## src/rtl/mod_counter.sv

```systemverilog
// -----------------------------------------------------------------------------
// mod_counter
//   Parametrised modulo up/down counter. It supports a synchronous load with
//   clamping and two behaviours at the end of the range: wrap modulo MODULUS,
//   or saturate and hold at the limit.
//
// Parameters
//   WIDTH    counter width in bits (2..32)
//   MODULUS  count range is 0..MODULUS-1 (2 <= MODULUS <= 2**WIDTH)
//
// Ports
//   clk         in   rising-edge clock
//   reset       in   synchronous, active-low reset
//   enable      in   count enable
//   up_down     in   1 = increment, 0 = decrement
//   saturate    in   1 = hold at the limit, 0 = wrap
//   load        in   synchronous load request (wins over enable)
//   load_value  in   value to load; values above MODULUS-1 are clamped
//   count       out  registered count
//   terminal    out  combinational: count is at the limit for up_down
//   wrap        out  registered pulse: the previous edge wrapped
//   at_limit    out  registered pulse: the previous edge held at a limit
// -----------------------------------------------------------------------------
module mod_counter #(
  parameter int     WIDTH   = 4,
  parameter longint MODULUS = 16
) (
  input  logic             clk,
  input  logic             reset,
  input  logic             enable,
  input  logic             up_down,
  input  logic             saturate,
  input  logic             load,
  input  logic [WIDTH-1:0] load_value,
  output logic [WIDTH-1:0] count,
  output logic             terminal,
  output logic             wrap,
  output logic             at_limit
);

  // The arithmetic runs one bit wider than the count. This lets
  // MODULUS = 2**WIDTH be represented, and it exposes the carry and borrow.
  localparam logic [WIDTH:0]   MOD_W = (WIDTH+1)'(MODULUS);
  localparam logic [WIDTH:0]   MAX_W = (WIDTH+1)'(MODULUS - 1);
  localparam logic [WIDTH:0]   ONE_W = (WIDTH+1)'(1);
  localparam logic [WIDTH-1:0] MAX_N = WIDTH'(MODULUS - 1);

  logic [WIDTH-1:0] count_q, count_d;
  logic             wrap_q, wrap_d;
  logic             at_limit_q, at_limit_d;

  logic [WIDTH:0]   count_ext;
  logic [WIDTH:0]   inc_ext;
  logic [WIDTH:0]   dec_ext;
  logic [WIDTH:0]   load_ext;
  logic             at_top;
  logic             at_bottom;
  logic [WIDTH-1:0] load_clamped;

  assign count_ext = {1'b0, count_q};
  assign inc_ext   = count_ext + ONE_W;
  assign dec_ext   = count_ext - ONE_W;
  assign load_ext  = {1'b0, load_value};

  // An increment would reach MODULUS, meaning the count sits at the top of its range.
  assign at_top    = (inc_ext == MOD_W);
  // The borrow out of the decrement means the count is sitting at zero.
  assign at_bottom = dec_ext[WIDTH];

  assign load_clamped = (load_ext > MAX_W) ? MAX_N : load_value;

  always_comb begin
    count_d    = count_q;
    wrap_d     = 1'b0;
    at_limit_d = 1'b0;
    if (load) begin
      count_d = load_clamped;
    end else if (enable) begin
      if (up_down) begin
        if (!at_top) begin
          count_d = inc_ext[WIDTH-1:0];
        end else if (saturate) begin
          at_limit_d = 1'b1;
        end else begin
          count_d = '0;
          wrap_d  = 1'b1;
        end
      end else begin
        if (!at_bottom) begin
          count_d = dec_ext[WIDTH-1:0];
        end else if (saturate) begin
          at_limit_d = 1'b1;
        end else begin
          count_d = MAX_N;
          wrap_d  = 1'b1;
        end
      end
    end
  end

  always_ff @(posedge clk) begin
    if (!reset) begin
      count_q    <= '0;
      wrap_q     <= 1'b0;
      at_limit_q <= 1'b0;
    end else begin
      count_q    <= count_d;
      wrap_q     <= wrap_d;
      at_limit_q <= at_limit_d;
    end
  end

  assign count    = count_q;
  assign wrap     = wrap_q;
  assign at_limit = at_limit_q;
  assign terminal = up_down ? (count_q == MAX_N) : (count_q == '0);

endmodule

```

## config.mk

```make
export PLATFORM = sky130hd
export DESIGN_NAME = mod_counter
export DESIGN_NICKNAME = d
export VERILOG_FILES = /design/src/rtl/mod_counter.sv
export SDC_FILE = /design/constraint.sdc
export NUM_CORES = 1
export LEC_CHECK = 0
export CAP_MARGIN = 25
export CORE_AREA = 2 2 39 41
export CTS_BUF_LIST = sky130_fd_sc_hd__clkbuf_8
export DETAILED_ROUTE_END_ITERATION = 16
export DIE_AREA = 0 0 41 43
export GPL_ROUTABILITY_DRIVEN = 0
export GPL_TIMING_DRIVEN = 0
export HOLD_SLACK_MARGIN = 0.06
export SLEW_MARGIN = 25
export SYNTH_ARGS = -nofsm -noshare
export SYNTH_HDL_FRONTEND = slang
export SYNTH_SLANG_ARGS = --single-unit
```

## constraint.sdc

```tcl
create_clock -name clk -period 4.5 [get_ports clk]
set_input_delay 0.9 -clock clk [delete_from_list [all_inputs] [get_ports clk]]
set_output_delay 0.9 -clock clk [all_outputs]
set_load 0.02 [all_outputs]
```

; ---- Word-level counts from Yosys, hierarchy flattened
; Index checks and enable logic that the tools add are counted.
[word_totals]
register_bits = 6
input_bits = 10
output_inout_bits = 7
word_cells = 33
[op_classes]
addsub = 2
order_cmp = 1
n_eq_ne = 4
n_mux = 17
bitwise = 2
reduce_logical = 4
[op_table]
columns = cell, n
row1 = $mux W4, 8
row2 = $mux W1, 9
row3 = $ne A4 B4 Y1 const B, 2
row4 = $add A4 B1 Y5 const B, 1
row5 = $eq A5 B5 Y1 const B, 1
row6 = $sub A4 B1 Y5 const B, 1
row7 = $eq A4 B4 Y1 const B, 1
row8 = $gt A4 B4 Y1 const B, 1
row9 = $logic_not A4 Y1, 1
row10 = $reduce_and A3 Y1, 1
row11 = $reduce_or A3 Y1, 1
row12 = $not A1 Y1, 2
row13 = $reduce_bool A2 Y1, 1

; ---- Depth between registers and ports, before layout
[logic_depth]
word_depth = 6
depth_mapped = 7
depth_no_buf = 6

; ---- Worst setup path after synthesis
; OpenSTA, ideal clock, no wires.
[synth_path]
path_type = in2out
startpoint = input port up_down
endpoint = output port terminal
arrival_time_ns = 1.668
t_required_ns = 3.600
slack_ns = 1.932
stages = 3
path_buffers = 1
cell_sequence = or4b_1 buf_2 nand2_1
[synth_via]
elab_chain_cells = 1
[synth_rtl]
columns = item, line
row1 = start: declaration, 31  ; input logic up_down,
row2 = $mux W1, 116  ; assign terminal = up_down ? (count_q == MAX_N) : (count_q == '0);
row3 = end: declaration, 36  ; output logic terminal,
; No other way between the ends.

; ---- Final worst setup path
; Same ends and word-level chain as after synthesis.

==> impl_metrics.py <==
metrics = {
    "placed_design": {
        "port_buffers": 16,
        "dp_slack_ns": 0.8393,
        "hpwl_um": 811.1,
    },
    "global_route": {
        "grt_start_max_net_pins": 9,
        "grt_pass1_vias": 412,
        "grt_pass1_wl_um": 1745,
        "grt_remaining_overflow": 0,
        "grt_use_total": 0.1474,
        "antenna_found_initial": 0,
    },
    "clock_tree": {
        "cts_tree": "built",
        "cts_max_level": 1,
        "clk_pin_slew_ns": 0.03,
        "worstSkewPairLatency_ns": 0.23,
        "postCtsHoldBufs": 0,
        "cts_setup_buffers": 0,
        "cts_resized": 0,
        "root_buffer": "clkbuf_8",
        "cts.sink_count": 6,
        "clk_path_buf_depth": 2,
        "tritoncts.num_buffers": 3,
    },
    "worst_setup_path": {
        "crit_chain": "clkdlybuf4s50_1 -> or4b_1 -> buf_2 -> nand2_1 -> clkdlybuf4s50_1",
        "reg2reg_depth": 7,
        "path_common_cell": "clkdlybuf4s50_1",
        "crit_type": "in2out",
        "cp_slowest_stage_delay_ns": 0.60,
        "cp_max_fo": 6,
        "cp_num_buf_inv": 3,
        "rrSetupSlack_ns": 2.59,
        "crit_path_end_kind": "output pin",
        "critPathLaunch": "up_down",
        "required_ns": 3.60,
        "crit_cells": 5,
        "reg2reg_to": "count[2]",
        "r2r_start": "count[0]",
        "cpLargestDelayFamily": "buffers and inverters",
        "worst_setup_path_start_kind": "input pin",
        "critPathSlowestCell": "clkdlybuf4s50_1",
        "setup.worst_path.end": "terminal",
        "arrival_ns": 2.76,
    },
    "yosys": {
        "synthTopCellsByArea": "dfxtp_1, ha_1, inv_1",
        "avgSynthCellArea_um2": 8.253,
        "yosysWarnings": 0,
        "syn-instance-count": 52,
        "synth_top_area_cell": "dfxtp_1",
        "synthDistinctLibCells": 28,
        "synth_fp_nets": 64,
        "yosysTopAreaCellShare": 0.2799,
        "netlist_area_um2": 429.2,
        "ys_seq_elements": 6,
        "ys_seq_area_frac": 0.2799,
    },
    "cells_and_area": {
        "final_core_util": 0.4702,
        "nets": 85,
        "drive_gt1_frac": 0.1127,
        "area_delta_synth_final_pct": 51.60,
        "diodes": 0,
        "fillers": 141,
        "final_common_cell": "clkdlybuf4s50_1",
        "layout_common_cells": "clkdlybuf4s50_1, dfxtp_1, inv_1, nand2_1, nor2_1",
    },
    "floorplanning": {
        "start_util": 0.3101,
        "die_w_um": 41,
        "core-area_um2": 1384,
        "dieArea_um2": 1763,
        "rows": 14,
        "io-pin-count": 17,
        "die_y_um": 43,
    },
    "sta": {
        "setup_violations": 0,
        "min_period_over_period": 0.8125,
        "final.setup.tns_ns": 0,
        "max_freq_mhz": 273.5,
        "drv_slew": 0,
        "finalHoldViolations": 0,
        "finalCriticalPeriod_ns": 3.656,
        "worst_pin_slew_ns": 0.4022,
        "fin_ws_ns": 0.8437,
        "rsz0062_at_grt": "no",
        "max-slew-margin-rel": 0.7312,
        "fin_skew_ns": 0.007220,
    },
    "drt": {
        "ant_nets": 0,
        "dr_total_vias": 470,
        "drc_errors": 0,
        "viasPerCell": 5.402,
        "drt-initial-drc-count": 7,
        "routed_wl_um": 1111,
        "first_pass_iters": 4,
        "wire_per_inst_um": 12.77,
    },
    "hold_path": {
        "hold_path_depth": 2,
        "hold_path.class": "reg2reg",
    },
    "run": {
        "max_cap_violations": 0,
    },
    "run_status": {
        "outcome": "finished, final reports clean",
    },
    "power": {
        "leakagePower_nw": 0.2620,
        "max-vdd-ir-drop_uv": 124.3,
        "power.density_nw_per_um2": 314.6,
    },
}
synth_stat cells:
cell type and count:
a2111oi_1 1, a211o_1 2, a211oi_2 1, a21boi_1 1
a21oi_1 1, a221oi_1 1, a31o_2 1, a31oi_1 1
a41oi_1 1, buf_2 1, dfxtp_1 6, ha_1 2
inv_1 5, mux2i_1 1, nand2_1 5, nand3_1 3
nand4_1 2, nor2_1 4, o211a_1 1, o211ai_2 1
o21ai_0 3, o21ai_2 1, o21bai_1 1, o221ai_1 1
o31ai_1 1, or3_1 1, or4b_1 1, xor2_1 2
metal layers:
metal	global-route usage	vias up	part of all wire
li1	-	236	-
met1	0.1859	216	0.47
met2	0.2125	14	0.45
met3	0.04712	4	0.059
met4	0.08000	0	0.024
met5	0	-	0
sequential cells by signal (all words and copies together) (netlist names):
name,flops
count,4
at_limit,1
wrap,1
metrics by stage:
stage               std cells  total power [mW]  area, um2  hold WS, ns
floorplan                  52           0.09686      429.2       0.6071
global placement           84            0.1224      609.3       0.5886
detailed placement         84            0.1225      609.3       0.5768
CTS                        87            0.2054      650.6       0.5830
global route               87            0.2158      650.6       0.6094
finish                     87            0.2047      650.6       0.5785
worst min-delay path: stages, from the launching register on:
cell and delay (ns):
dfxtp_1 0.37, nand3_1 0.10, a21boi_1 0.05
cell type report:
class / count / area, um2 / area share
inverter: 5 / 18.77 / 0.02885
tap: 16 / 20.02 / 0.03077
clock buffer: 3 / 41.29 / 0.06346
timing repair buffer: 16 / 160.2 / 0.2462
sequential: 6 / 120.1 / 0.1846
buffer: 1 / 5.005 / 0.007692
multi-input combinational: 40 / 285.3 / 0.4385
cells by family after synthesis:
| kind of cell | synth area share |
|---|---|
| AO/OA/AOI/OAI | 0.3615 |
| AND/OR/NAND/NOR | 0.1807 |
| buffers and inverters | 0.05539 |
| flip-flops | 0.2799 |
| XOR/XNOR | 0.04082 |
| adder cells (fa/ha/maj) | 0.05830 |
| multiplexers | 0.02332 |
power breakdown:
group / internal, mW / switching [mW]
sequential: 0.0573 / 0.00755
clock: 0.0576 / 0.0249
combinational: 0.0296 / 0.0276
total: 0.145 / 0.0601
how the worst min path moves through the flow:
| stage | startpoint | to |
|---|---|---|
| 2_1_floorplan | count[1] | count[1] |
| 3_3_place_gp | count[1] | count[1] |
| 3_5_place_dp | count[1] | count[1] |
| 4_1_cts | count[1] | count[1] |
| 5_1_grt | count[1] | count[1] |
| 6_report | count[1] | count[1] |
(Power assumes the default switching activity.)
